## src/rtl/mem_port_arbiter_pkg.sv

```systemverilog
// mem_port_arbiter_pkg: transaction, state and byte-enable definitions for the fetch/data memory arbiter
package mem_port_arbiter_pkg;

    typedef struct packed {
        logic [31:0] addr;
        logic [31:0] wdata;
        logic [3:0]  wstrb;
        logic        we;
    } mem_req_t;

    typedef enum logic [1:0] {IDLE, BUSY_I, BUSY_D} arb_state_t;

    localparam logic [3:0] WSTRB_NONE = 4'b0000;
    localparam logic [3:0] WSTRB_WORD = 4'b1111;

endpackage

```

## src/rtl/mem_port_arbiter_if.sv

```systemverilog
// mem_port_arbiter_if: fetch, data and backend handshake signals; slave = arbiter, master = pipeline plus backend
interface mem_port_arbiter_if;
    import mem_port_arbiter_pkg::*;

    logic        if_req;
    logic [31:0] if_addr;
    logic [31:0] if_rdata;
    logic        if_ready;
    logic        dm_req;
    logic        dm_we;
    logic [31:0] dm_addr;
    logic [31:0] dm_wdata;
    logic [3:0]  dm_wstrb;
    logic [31:0] dm_rdata;
    logic        dm_ready;
    logic        mem_valid;
    logic        mem_we;
    logic [31:0] mem_addr;
    logic [31:0] mem_wdata;
    logic [3:0]  mem_wstrb;
    logic        mem_ready;
    logic [31:0] mem_rdata;

    modport slave (
        input  if_req, if_addr, dm_req, dm_we, dm_addr, dm_wdata, dm_wstrb, mem_ready, mem_rdata,
        output if_rdata, if_ready, dm_rdata, dm_ready, mem_valid, mem_we, mem_addr, mem_wdata, mem_wstrb
    );

    modport master (
        output if_req, if_addr, dm_req, dm_we, dm_addr, dm_wdata, dm_wstrb, mem_ready, mem_rdata,
        input  if_rdata, if_ready, dm_rdata, dm_ready, mem_valid, mem_we, mem_addr, mem_wdata, mem_wstrb
    );

endinterface

```

## src/rtl/mem_port_arbiter.sv

```systemverilog
// mem_port_arbiter: shares one single-port memory between fetch and data ports; ARB_STARVE_GUARD_EN adds a fetch anti-starvation guard
module mem_port_arbiter
    import mem_port_arbiter_pkg::*;
#(
    parameter int STARVE_LIMIT = 4
) (
    input logic              clk,
    input logic              reset,
    mem_port_arbiter_if.slave bus
);

    arb_state_t state_q, state_d;
    mem_req_t   req_q, req_d;
    logic       valid_q, valid_d;
    logic       force_i;

    // grant selection in IDLE, completion handling while busy
    always_comb begin
        state_d = state_q;
        req_d   = req_q;
        valid_d = valid_q;
        case (state_q)
            IDLE: begin
                if (bus.dm_req && !force_i) begin
                    req_d   = '{addr: bus.dm_addr, wdata: bus.dm_wdata,
                                wstrb: bus.dm_we ? bus.dm_wstrb : WSTRB_NONE, we: bus.dm_we};
                    valid_d = 1'b1;
                    state_d = BUSY_D;
                end else if (bus.if_req) begin
                    req_d   = '{addr: bus.if_addr, wdata: req_q.wdata, wstrb: WSTRB_NONE, we: 1'b0};
                    valid_d = 1'b1;
                    state_d = BUSY_I;
                end else begin
                    valid_d = 1'b0;
                end
            end
            BUSY_I, BUSY_D: begin
                if (bus.mem_ready) begin
                    valid_d = 1'b0;
                    state_d = IDLE;
                end
            end
            default: begin
                valid_d = 1'b0;
                state_d = IDLE;
            end
        endcase
    end

    // state and held transaction registers
    always_ff @(posedge clk) begin
        if (reset) begin
            state_q <= IDLE;
            req_q   <= '0;
            valid_q <= 1'b0;
        end else begin
            state_q <= state_d;
            req_q   <= req_d;
            valid_q <= valid_d;
        end
    end

`ifdef ARB_STARVE_GUARD_EN
    logic [2:0] streak_q;

    assign force_i = bus.if_req && (streak_q == 3'(STARVE_LIMIT));

    // counts consecutive data grants made while a fetch is waiting
    always_ff @(posedge clk) begin
        if (reset || !bus.if_req)
            streak_q <= '0;
        else if (state_q == IDLE && state_d == BUSY_I)
            streak_q <= '0;
        else if (state_q == IDLE && state_d == BUSY_D)
            streak_q <= streak_q + 3'd1;
    end
`else
    logic unused_limit;

    assign force_i      = 1'b0;
    assign unused_limit = |STARVE_LIMIT;
`endif

    assign bus.mem_valid = valid_q;
    assign bus.mem_we    = req_q.we;
    assign bus.mem_addr  = req_q.addr;
    assign bus.mem_wdata = req_q.wdata;
    assign bus.mem_wstrb = req_q.wstrb;
    assign bus.if_ready  = (state_q == BUSY_I) && bus.mem_ready;
    assign bus.dm_ready  = (state_q == BUSY_D) && bus.mem_ready;
    assign bus.if_rdata  = bus.mem_rdata;
    assign bus.dm_rdata  = bus.mem_rdata;

endmodule

```

## src/flat_wrapper.sv

```systemverilog
// flat-port wrapper written by rule: the top's interface ports become plain ports
module mem_port_arbiter_flat import mem_port_arbiter_pkg::*;
#(
    parameter int STARVE_LIMIT = 4
)
  (clk, reset, bus_if_req, bus_if_addr, bus_dm_req, bus_dm_we, bus_dm_addr, bus_dm_wdata, bus_dm_wstrb, bus_mem_ready, bus_mem_rdata, bus_if_rdata, bus_if_ready, bus_dm_rdata, bus_dm_ready, bus_mem_valid, bus_mem_we, bus_mem_addr, bus_mem_wdata, bus_mem_wstrb);
  mem_port_arbiter_if bus_i ();
  input logic clk;
  input logic reset;
  input wire logic [$bits(bus_i.if_req)-1:0] bus_if_req;
  input wire logic [$bits(bus_i.if_addr)-1:0] bus_if_addr;
  input wire logic [$bits(bus_i.dm_req)-1:0] bus_dm_req;
  input wire logic [$bits(bus_i.dm_we)-1:0] bus_dm_we;
  input wire logic [$bits(bus_i.dm_addr)-1:0] bus_dm_addr;
  input wire logic [$bits(bus_i.dm_wdata)-1:0] bus_dm_wdata;
  input wire logic [$bits(bus_i.dm_wstrb)-1:0] bus_dm_wstrb;
  input wire logic [$bits(bus_i.mem_ready)-1:0] bus_mem_ready;
  input wire logic [$bits(bus_i.mem_rdata)-1:0] bus_mem_rdata;
  output wire logic [$bits(bus_i.if_rdata)-1:0] bus_if_rdata;
  output wire logic [$bits(bus_i.if_ready)-1:0] bus_if_ready;
  output wire logic [$bits(bus_i.dm_rdata)-1:0] bus_dm_rdata;
  output wire logic [$bits(bus_i.dm_ready)-1:0] bus_dm_ready;
  output wire logic [$bits(bus_i.mem_valid)-1:0] bus_mem_valid;
  output wire logic [$bits(bus_i.mem_we)-1:0] bus_mem_we;
  output wire logic [$bits(bus_i.mem_addr)-1:0] bus_mem_addr;
  output wire logic [$bits(bus_i.mem_wdata)-1:0] bus_mem_wdata;
  output wire logic [$bits(bus_i.mem_wstrb)-1:0] bus_mem_wstrb;
  assign bus_i.if_req = bus_if_req;
  assign bus_i.if_addr = bus_if_addr;
  assign bus_i.dm_req = bus_dm_req;
  assign bus_i.dm_we = bus_dm_we;
  assign bus_i.dm_addr = bus_dm_addr;
  assign bus_i.dm_wdata = bus_dm_wdata;
  assign bus_i.dm_wstrb = bus_dm_wstrb;
  assign bus_i.mem_ready = bus_mem_ready;
  assign bus_i.mem_rdata = bus_mem_rdata;
  assign bus_if_rdata = bus_i.if_rdata;
  assign bus_if_ready = bus_i.if_ready;
  assign bus_dm_rdata = bus_i.dm_rdata;
  assign bus_dm_ready = bus_i.dm_ready;
  assign bus_mem_valid = bus_i.mem_valid;
  assign bus_mem_we = bus_i.mem_we;
  assign bus_mem_addr = bus_i.mem_addr;
  assign bus_mem_wdata = bus_i.mem_wdata;
  assign bus_mem_wstrb = bus_i.mem_wstrb;
  mem_port_arbiter #(.STARVE_LIMIT(STARVE_LIMIT)) u_core (.clk(clk), .reset(reset), .bus(bus_i));
endmodule
```

## config.mk

```make
export PLATFORM = sky130hd
export DESIGN_NAME = mem_port_arbiter_flat
export DESIGN_NICKNAME = d
export VERILOG_FILES = /design/src/rtl/mem_port_arbiter_pkg.sv /design/src/rtl/mem_port_arbiter_if.sv /design/src/rtl/mem_port_arbiter.sv /design/src/flat_wrapper.sv
export SDC_FILE = /design/constraint.sdc
export NUM_CORES = 1
export LEC_CHECK = 0
export BUFFER_PORTS_ARGS = -buffer_cell sky130_fd_sc_hd__buf_2
export CAP_MARGIN = 10
export CORE_AREA = 3 3 106 108
export CTS_BUF_LIST = sky130_fd_sc_hd__clkbuf_8 sky130_fd_sc_hd__clkbuf_16
export CTS_CLUSTER_DIAMETER = 50
export CTS_CLUSTER_SIZE = 16
export DETAILED_ROUTE_END_ITERATION = 8
export DIE_AREA = 0 0 109 111
export PLACE_DENSITY = 0.77
export SYNTH_ARGS = -nofsm -noshare
export SYNTH_HDL_FRONTEND = slang
export SYNTH_SLANG_ARGS = --single-unit
```

## constraint.sdc

```tcl
create_clock -name clk -period 3.03 [get_ports clk]
set_clock_uncertainty 0.05 [all_clocks]
set_input_delay 0.1515 -clock clk [delete_from_list [all_inputs] [get_ports clk]]
set_output_delay 0.1515 -clock clk [all_outputs]
set_load 0.02 [all_outputs]
```

==> results.sh <==
export IMPL_status="completed"
export IMPL_hold_path_end="u_core.bus.mem_addr[8]"
export IMPL_crit_required_ns=3.25
export IMPL_clk_pin_slew_worst_paths_ns=0.08
export IMPL_die_x_um=109
export IMPL_ctsResizeCount=0
export IMPL_dieArea_sq_um=12100
export IMPL_num_antenna_cells=0
export IMPL_worst_slew_pin_slew_ns=1.17
export IMPL_syn_nets=486
export IMPL_antenna_left=0
export IMPL_synthCells=345
export IMPL_start_util=0.336
export IMPL_final_max_slew_viol_count=0
export IMPL_fp_dieH_um=111
export IMPL_syn2layout_area_growth_pct=29.3
export IMPL_grt_pass1_vias=3033
export IMPL_final_common_cell="buf_2"
export IMPL_drcViolationCount=0
export IMPL_clock_path_buffers=2
export IMPL_slew_limit_headroom=0.223
export IMPL_cts_htree_levels=3
export IMPL_rrSetupSlack_ns=0.97
export IMPL_pwr_share_seq=0.453
export IMPL_period_minus_slack_ns=2.06
export IMPL_p_leak_nw=2.18
export IMPL_grt_first_pass_wirelength_um=15500
export IMPL_syn_area_sq_um=3470
export IMPL_firstDrtPassIters=4
export IMPL_clk_insertion_delay_late_ns=0.34
export IMPL_fill_cells=974
export IMPL_ios=274
export IMPL_fmax_ghz=0.486
export IMPL_worstSetupStartpoint="u_core.state_q[1]"
export IMPL_whs_ns=0.0283
export IMPL_fin_crit_sh=0.679
export IMPL_clkSinkCount=72
export IMPL_detailed_place_hpwl_um=6940
export IMPL_hold_viol_final=0
export IMPL_grt_max_degree=38
export IMPL_synth_cell_type_count=22
export IMPL_intPower_mw=1.65
export IMPL_drive_gt1_frac=0.467
export IMPL_numPortBuffers=177
export IMPL_grt_setup_unrepaired="no"
export IMPL_wl_per_cell_um=16.0
export IMPL_hold_path_cell_count=3
export IMPL_cts_root_buffer="clkbuf_8"
export IMPL_crit_fanout=33
export IMPL_grt_use_total=0.164
export IMPL_antenna_found_initial=0
export IMPL_ir_worst_vdd_v=0.000218
export IMPL_p_sw_uw=762
export IMPL_drv_cap=0
export IMPL_crit_path_end_kind="flop"
export IMPL_ctsHoldBuffers=36
export IMPL_tns_ns=0
export IMPL_wl_um=10100
export IMPL_ys_warn_count=0
export IMPL_r2r_end="u_core.bus.mem_wdata[7]"
export IMPL_hold_path_class="in2reg"
export IMPL_synth_avg_cell_area_sq_um=10.1
export IMPL_hp_start="bus_if_addr[8]"
export IMPL_num_vias=2854
export IMPL_grt_ovfl_total=0
export IMPL_worstSetupPathType="reg2reg"
export IMPL_cts_buffers=9
export IMPL_rr_startpoint="u_core.state_q[1]"
export IMPL_cp_start_kind="flop"
export IMPL_cts_setup_buffers=0
export IMPL_vias_per_cell=4.54
export IMPL_p_clk_frac=0.304
export IMPL_cts_tree="built"
export IMPL_critPathArrivalTime_ns=2.28
export IMPL_final_cell_mix="177 x buf_2, 72 x dfxtp_1, 66 x nand2_1"
export IMPL_swShare=0.316
export IMPL_drt_iter0_drc=134
export IMPL_p_per_area_nw_per_um2=538
export IMPL_synth_seq_cells=72
export IMPL_gp_congestion=0.706
export IMPL_finalSetupViolations=0
export IMPL_nets=629
export IMPL_rows=37
export IMPL_core_sq_um=10300
export IMPL_power_frac_comb=0.244
export IMPL_yosysSeqAreaShare=0.415
export IMPL_reg2reg_depth=5
through the flow:
step,setup WS [ns],cell area (sq um),util,total power [mW],cells
2_1_floorplan,1.67,3470,-,1.59,345
3_3_place_gp,1.16,3940,0.382,1.65,577
3_5_place_dp,0.994,3940,0.382,1.66,577
4_1_cts,0.981,4490,0.435,2.44,628
5_1_grt,0.701,4490,0.435,2.55,628
6_report,0.973,4490,0.435,2.41,628
cell type report:
class                      instances  area (sq um)  area share
multi-input combinational        186          1410       0.314
clock inverter                     6          61.3      0.0137
clock buffer                       9           124      0.0276
tap                              136           170      0.0379
timing repair buffer             217          1280       0.284
sequential                        72          1440       0.321
inverter                           2          7.51     0.00167
routing by layer:
metal / vias up / part of all wire / GRT usage / routed length [um]
li1: 1398 / - / - / -
met1: 1281 / 0.37 / 0.170 / 3710
met2: 160 / 0.52 / 0.297 / 5200
met3: 15 / 0.10 / 0.0641 / 1050
met4: 0 / 0.010 / 0.0480 / 104
met5: - / 0 / 0 / 0
state kept, by name, summed over array words and instances (netlist names):
signal                count
u_core.bus.mem_addr      32
u_core.bus.mem_valid      1
u_core.bus.mem_wdata     32
u_core.bus.mem_we         1
u_core.bus.mem_wstrb      4
u_core.state_q            2
cells by family (layout without fill, tap and decap cells):
kind of cell / count (synthesis) / count (layout) / share of synthesized area
AND/OR/NAND/NOR: 76 / 76 / 0.0951
adder cells (fa/ha/maj): 3 / 3 / 0.0108
AO/OA/AOI/OAI: 74 / 74 / 0.205
buffers and inverters: 87 / 234 / 0.179
flip-flops: 72 / 72 / 0.415
multiplexers: 33 / 33 / 0.0951
worst max path at each step:
stage | end | cells past startpoint
after floorplan | u_core.bus.mem_wdata[0] | 7
after global placement | u_core.bus.mem_wdata[27] | 5
after detailed placement | u_core.bus.mem_wdata[8] | 5
after CTS | u_core.bus.mem_wdata[8] | 5
after global routing | u_core.bus.mem_wdata[29] | 5
final | u_core.bus.mem_wdata[7] | 5
power groups by stage:
| stage | Combinational, mW | Clock (mW) | Sequential (mW) |
|---|---|---|---|
| floorplan | 0.376 | 0 | 1.22 |
| global placement | 0.537 | 0 | 1.11 |
| detailed placement | 0.550 | 0 | 1.11 |
| CTS | 0.590 | 0.760 | 1.09 |
| global route | 0.639 | 0.809 | 1.11 |
| finish | 0.588 | 0.733 | 1.09 |
synthesized netlist by cell type:
master     number  area share
o21a_4          1      0.0043
dfxtp_1        72        0.42
a21oi_1        34       0.049
a21o_1          2      0.0043
clkbuf_1        3      0.0032
ha_1            3       0.011
buf_6           4       0.013
buf_2          11       0.016
nand2b_2        1      0.0025
o2bb2ai_2      30        0.13
a211oi_1        1      0.0022
o2bb2ai_1       2      0.0050
a22o_1          4       0.010
nand2b_1        3      0.0054
inv_1           2      0.0022
mux2i_1        33       0.095
nor2_1          1      0.0011
nor3b_2         1      0.0036
nand2_1        66       0.071
and2_1          3      0.0054
nor2_8          1      0.0058
buf_4          67        0.14
critical path, cell delays in order, from the launching register on:
cell	delay (ns)
dfxtp_1	0.32
inv_1	0.10
ha_1	0.25
and2_1	0.93
nand2_1	0.15
a21oi_1	0.18
Power figures use the tool's default switching activity.
